**config.mk**
```make
export PLATFORM = sky130hd
export DESIGN_NAME = sync_fifo_reader
export DESIGN_NICKNAME = d
export VERILOG_FILES = /design/src/rtl/sync_fifo_reader.sv
export SDC_FILE = /design/constraint.sdc
export NUM_CORES = 1
export LEC_CHECK = 0
export BUFFER_PORTS_ARGS = -buffer_cell sky130_fd_sc_hd__clkbuf_2
export CAP_MARGIN = 30
export CORE_ASPECT_RATIO = 0.7
export CORE_UTILIZATION = 35
export DETAILED_ROUTE_END_ITERATION = 8
export PLACE_DENSITY_LB_ADDON = 0.1
export SYNTH_ARGS = -nofsm -noshare
export SYNTH_HDL_FRONTEND = slang
export SYNTH_SLANG_ARGS = --single-unit
```
**constraint.sdc**
```tcl
create_clock -name i_CLK -period 4.25 [get_ports i_CLK]
set_input_delay 0.6375 -clock i_CLK [delete_from_list [all_inputs] [get_ports i_CLK]]
set_output_delay 0.6375 -clock i_CLK [all_outputs]
set_load 0.02 [all_outputs]
```
**src/rtl/sync_fifo_reader.sv**
```systemverilog
// Read-side engine for sync_fifo: issues reads, absorbs the one-cycle read latency
// in a 2-entry buffer and presents the words as a valid/ready stream.
module sync_fifo_reader #(
    parameter int p_DATA_WIDTH  = 8,
    parameter int p_COUNT_WIDTH = 16
) (
    input  logic                     i_CLK,
    input  logic                     i_RESET_N,
    input  logic                     i_ENABLE,
    input  logic                     i_FIFO_EMPTY,
    input  logic [p_DATA_WIDTH-1:0]  i_FIFO_DATA,
    output logic                     o_READ_REQUEST,
    output logic [p_DATA_WIDTH-1:0]  o_DATA,
    output logic                     o_VALID,
    input  logic                     i_READY,
    input  logic                     i_CLEAR_COUNT,
    output logic [p_COUNT_WIDTH-1:0] o_WORD_COUNT,
    output logic                     o_BUSY
);

    typedef enum logic [1:0] {
        IDLE,
        ACTIVE,
        STOPPING
    } state_e;

    state_e                   state_q, state_d;
    logic [p_DATA_WIDTH-1:0]  mem_q [2];
    logic                     head_q, head_d;
    logic [1:0]               count_q, count_d;
    logic                     inflight_q, inflight_d;
    logic [p_COUNT_WIDTH-1:0] words_q, words_d;

    logic       pop;
    logic       read_req;
    logic       tail;
    logic [1:0] occupancy;

    always_comb begin
        pop        = (count_q != 2'd0) & i_READY;
        // Words that will occupy the buffer after this edge, before any new request.
        occupancy  = count_q + {1'b0, inflight_q} - {1'b0, pop};
        read_req   = (state_q == ACTIVE) & ~i_FIFO_EMPTY & (occupancy < 2'd2);
        tail       = head_q ^ count_q[0];
        count_d    = count_q + {1'b0, inflight_q} - {1'b0, pop};
        head_d     = head_q ^ pop;
        inflight_d = read_req;

        if (i_CLEAR_COUNT) begin
            words_d = p_COUNT_WIDTH'(pop);
        end else begin
            words_d = words_q + p_COUNT_WIDTH'(pop);
        end

        state_d = state_q;
        case (state_q)
            IDLE: begin
                if (i_ENABLE) state_d = ACTIVE;
            end
            ACTIVE: begin
                if (!i_ENABLE) state_d = STOPPING;
            end
            STOPPING: begin
                if (i_ENABLE) begin
                    state_d = ACTIVE;
                end else if ((count_q == 2'd0) && !inflight_q) begin
                    state_d = IDLE;
                end
            end
            default: state_d = IDLE;
        endcase
    end

    always_ff @(posedge i_CLK or negedge i_RESET_N) begin
        if (!i_RESET_N) begin
            state_q    <= IDLE;
            mem_q[0]   <= '0;
            mem_q[1]   <= '0;
            head_q     <= 1'b0;
            count_q    <= 2'd0;
            inflight_q <= 1'b0;
            words_q    <= '0;
        end else begin
            state_q    <= state_d;
            head_q     <= head_d;
            count_q    <= count_d;
            inflight_q <= inflight_d;
            words_q    <= words_d;
            // The in-flight word lands regardless of state; the request rule keeps a slot free.
            if (inflight_q) mem_q[tail] <= i_FIFO_DATA;
        end
    end

    assign o_READ_REQUEST = read_req;
    assign o_DATA         = mem_q[head_q];
    assign o_VALID        = (count_q != 2'd0);
    assign o_BUSY         = (count_q != 2'd0) | inflight_q;
    assign o_WORD_COUNT   = words_q;

endmodule

```
* Word-level counts from Yosys, hierarchy flattened
Cells that the tools add are included.
** Storage, ports and cells
- Logic and storage cells :: 47
- Output and inout port bits :: 27
- Input port bits :: 14
- Flip-flop bits (word level) :: 38
** Cells by class
- Equality and inequality tests :: 5
- Add/sub/neg operators :: 3
- Reductions and logical operators :: 7
- Order comparisons :: 4
- Multiplexer cells :: 12
- Bitwise operators :: 9
** Operators by type and width (number)
- $mux 8 :: 4
- $add 16x1->16 :: 1
- $bwmux 16 :: 1
- $mux 16 :: 1
- $demux 8 s1 :: 1
- $mux 2 :: 4
- $pmux 2 s3 :: 1
- $ge 2x2->1 const B :: 2
- $logic_not 2->1 :: 2
- $ne 2x2->1 const B :: 2
- $not 1->2 :: 2
- $and 1x1->1 :: 3
- $ne 3x3->1 const B :: 1
- $reduce_and 3->1 :: 1
- $add 2x1->2 :: 1
- $eq 2x1->1 const B :: 1
- $eq 2x2->1 const B :: 1
- $logic_and 1x1->1 :: 2
- $lt 2x1->1 const B :: 1
- $lt 2x2->1 const B :: 1
- $reduce_bool 2->1 :: 1
- $sub 2x1->2 :: 1
- $xor 1x1->1 :: 2
- $logic_not 1->1 :: 1
- 2 further kinds :: 2

* Longest topological paths before layout
- Depth after elaboration :: 7
- Depth in mapped cells :: 9

* Least setup slack after synthesis
OpenSTA, ideal clock, no wires.
- Path kind :: register to output
- Start :: register count_q[0]
- End :: output o_READ_REQUEST
- Stages on the path, launching flop included :: 7
- Setup slack :: 1.790 ns
- Data arrival time :: 1.823 ns
- Data required time :: 3.612 ns
- Path through :: dfrtp_1 or2_1 nand2_1 xnor2_1 ha_1 xnor2_1 nor3_1
** On the way
- Word-level cells in the longest chain between the ends :: 5
** Ends and longest elaborated chain
- start: declaration :: RTL line 30 : logic [1:0] count_q, count_d;
- start signal: assignment :: RTL line 86 : count_q <= count_d;
- $reduce_bool 2->1
- via o_VALID :: RTL line 14 : output logic o_VALID,
- $and 1x1->1 :: RTL line 40 : pop = (count_q != 2'd0) & i_READY;
- $sub 2x1->2 :: RTL line 42 : occupancy = count_q + {1'b0, inflight_q} - {1'b0, pop};
- via count_d[1] :: RTL line 30
- $lt 2x2->1 :: RTL line 43 : read_req = (state_q == ACTIVE) & ~i_FIFO_EMPTY & (occupancy < 2'd2);
- $and 1x1->1 :: RTL line 43
- end: declaration :: RTL line 12 : output logic o_READ_REQUEST,
The timed path passes the listed nets, and every way through them passes these cells.

* Worst setup path in the final report
- Start :: register count_q[0]
- End :: output o_READ_REQUEST
** On the way
- Word-level cells in the longest chain between the ends :: 5
** Ends and longest elaborated chain (RTL line)
- parallel branches: the longest is 2 deep, another holds $add 2x1->2
- $sub 2x1->2 *
- via count_d[1] :: 30
- $lt 2x2->1 * :: 43
- $and 1x1->1 * :: 43
Mark *: on every way through the listed nets, which the timed path passes.

==> impl_metrics.csv <==
group,metric,value,unit
worst_setup_path,cp.required,3.61,ns
synth,synth_top_area_share,0.529,
placed_design,dp_hpwl,2480,um
worst_setup_path,crit_path_end_kind,"output port",
drt,vias,1264,
sta,min_period,2.64,ns
synth,synth.distinct_cells,36,
outcome,status,"finished, final reports clean",
clock_tree,clk_latency,0.28,ns
worst_setup_path,rr_startpoint,"count_q[0]$_DFF_PN0_",
sta,report.final.slew_viol_count,0,
synth,ys_ff_latch,38,
power,p_leak,0.000989,uW
worst_setup_path,reg2reg_depth,8,
sta,fin_crit_sh,0.622,
clock_tree,numCtsBuffers,5,
drt,ant_nets,0,
worst_hold_path,hold_class,"in -> async",
floorplanning,initial_utilization,0.370,
drt,drc_errors,0,
drt,wl,3500,um
clock_tree,cts_tree,"built",
placed_design,io_buffers,40,
synth,synth_flop_cell,"dfrtp_1",
global_routing,overflow,0,
placed_design,routabilityCongestion,0.741,
worst_setup_path,worstSetupPathType,"reg -> out",
synth,synth_commonest_cells,"dfrtp_1, mux2_2, nor2_1, mux2_1",
worst_setup_path,setup.worst_path.start_class,"register",
sta,finalWorstSetupSlack,1.61,ns
synth,post-synth-top-area-cell,"dfrtp_1",
synth,yosysMostFrequentCell,"dfrtp_1",
worst_setup_path,r2r-end,"o_WORD_COUNT[14]$_DFF_PN0_",
floorplanning,core,0.00486,mm2
finish,fillers,480,
finish,drive_gt1_frac,0.363,
global_routing,grt_use_total,0.145,
drt,dr.first_iter.drc_count,43,
sta,finalSetupViolations,0,
sta,worst_slew_pin_slew,0.442,ns
power,vdd_drop_max,266,uV
sta,rsz0062_at_grt,"false",
power,power_density,585,mW/mm2
clock_tree,ctsHoldBuffers,0,
synth,avgSynthCellArea,12.1,um2
synth,synth-edff-count,0,
sta,fin_hold_ws,0.206,ns
worst_setup_path,crit_fanout,6,
synth,async_reset_ff_frac,1.00,
synth,synth_area,0.00180,mm2
finish,antenna_cells,0,
sta,tns,0,ns
global_routing,grt_start_max_net_pins,39,
synth,syn_inst,149,
floorplanning,io-pin-count,41,
sta,fmax,0.378,GHz
clock_tree,root_buffer,"clkbuf_8",
floorplanning,die_y,62.0,um
worst_setup_path,ff2ff_setup_slack,2.21,ns
global_routing,first_global_vias,1247,
clock_tree,post_cts_buffers,0,
synth,synth.area.top_cells,"dfrtp_1, mux2_2, mux2_1",
finish,area_delta_synth_final,19.1,%
synth,syn_nets,165,
clock_tree,cts_max_level,2,
flow_run,maxCapViolCount,0,
synth,seq_area_frac_synth,0.529,
floorplanning,die_x,87.7,um
global_routing,grt_first_pass_wirelength,5760,um
drt,routed_via_density,4.88,
sta,maxSlewHeadroom,0.705,
clock_tree,cts_sinks,38,
floorplanning,rows,21,
drt,wl_per_cell,13.5,um
floorplanning,die_area,0.00543,mm2
power,power.total,1250,uW
clock_tree,ctsResizeCount,0,
finish,fin_util,0.441,
sta,fin_skew,0.00415,ns
drt,drt_pre_antenna_iters,5,
global_routing,antenna_found_initial,0,
synth,yosys_warnings,0,
worst_setup_path,cp.arrival,2.01,ns
finish,fin_nets,207,
clock_tree,clkTransAtPathRegs,0.07,ns
placed_design,dp_slack,1.76,ns
sta,hold_viol_final,0,
clock_tree,cts_buffer_depth,2,
==> per-stage QoR <==
stage	area, um2	instances
finish	2140	259
global route	2140	259
CTS	2120	258
detailed placement	2040	252
global placement	2040	252
floorplan	1800	149
==> worst max path at each step <==
stage / start / to / slack, ns
floorplan: count_q[0]$_DFF_PN0_ / o_READ_REQUEST / 1.79
global placement: i_READY / o_READ_REQUEST / 1.85
detailed placement: i_READY / o_READ_REQUEST / 1.76
CTS: count_q[0]$_DFF_PN0_ / o_READ_REQUEST / 1.57
global route: count_q[0]$_DFF_PN0_ / o_READ_REQUEST / 1.40
finish: count_q[0]$_DFF_PN0_ / o_READ_REQUEST / 1.61
==> flip-flops by register name, indices dropped and copies added, names as in the netlist <==
name,cells
state_q,2
count_q,2
head_q,1
inflight_q,1
mem_q,16
o_WORD_COUNT,16
==> where the power goes <==
| part | internal [uW] | switching (uW) | leakage, uW |
|---|---|---|---|
| logic | 226 | 235 | 0.000464 |
| clock network | 125 | 113 | 0.0000431 |
| registers | 469 | 86.1 | 0.000482 |
| total | 820 | 434 | 0.000989 |
==> placed cells by master (no fill, tap or decap), types with 2 or more instances in the layout <==
master and n:
xnor2_1 7, and4_1 2, nor2_1 13, a21oi_1 5, mux2_2 17, nand4_1 7, nor2b_1 2, xor2_1 7
nand2_1 6, clkbuf_2 40, ha_1 2, clkbuf_8 6, mux2_1 10, nor3_1 3, dfrtp_1 38, or3_1 2
nand2b_1 3, nand3_1 3, and3_1 2
==> layout make-up <==
type | count | area [um2] | share of cell area
clock buffer | 6 | 82.6 | 0.0386
inverter | 2 | 7.51 | 0.00350
multi-input combinational | 103 | 795 | 0.371
sequential | 38 | 951 | 0.444
tap | 69 | 86.3 | 0.0403
timing repair buffer | 41 | 220 | 0.103
==> routing by layer <==
layer / vias to the layer above / share of wire / track usage
li1: 603 / - / -
met1: 628 / 0.49 / 0.189
met2: 26 / 0.45 / 0.227
met3: 7 / 0.048 / 0.0476
met4: 0 / 0.011 / 0.0562
met5: - / 0 / 0
==> worst max-delay path: stages (launching register included) <==
cell and delay (ns):
dfrtp_1 0.45, or2_1 0.26, nand2_1 0.16, xnor2_1 0.08, ha_1 0.19, xnor2_1 0.14
nor3_1 0.24, clkbuf_2 0.21
==> cells by family after synthesis <==
group	after synthesis	synth area share
muxes	27	0.169
adders and majority gates	2	0.0139
and+or+nand+nor	50	0.153
DFF	38	0.529
xor gates and xnor gates	14	0.0682
AOI/OAI and AO/OA	10	0.0376
buffers and inverters	8	0.0292
Note: power is estimated with default switching activity, not from simulation.
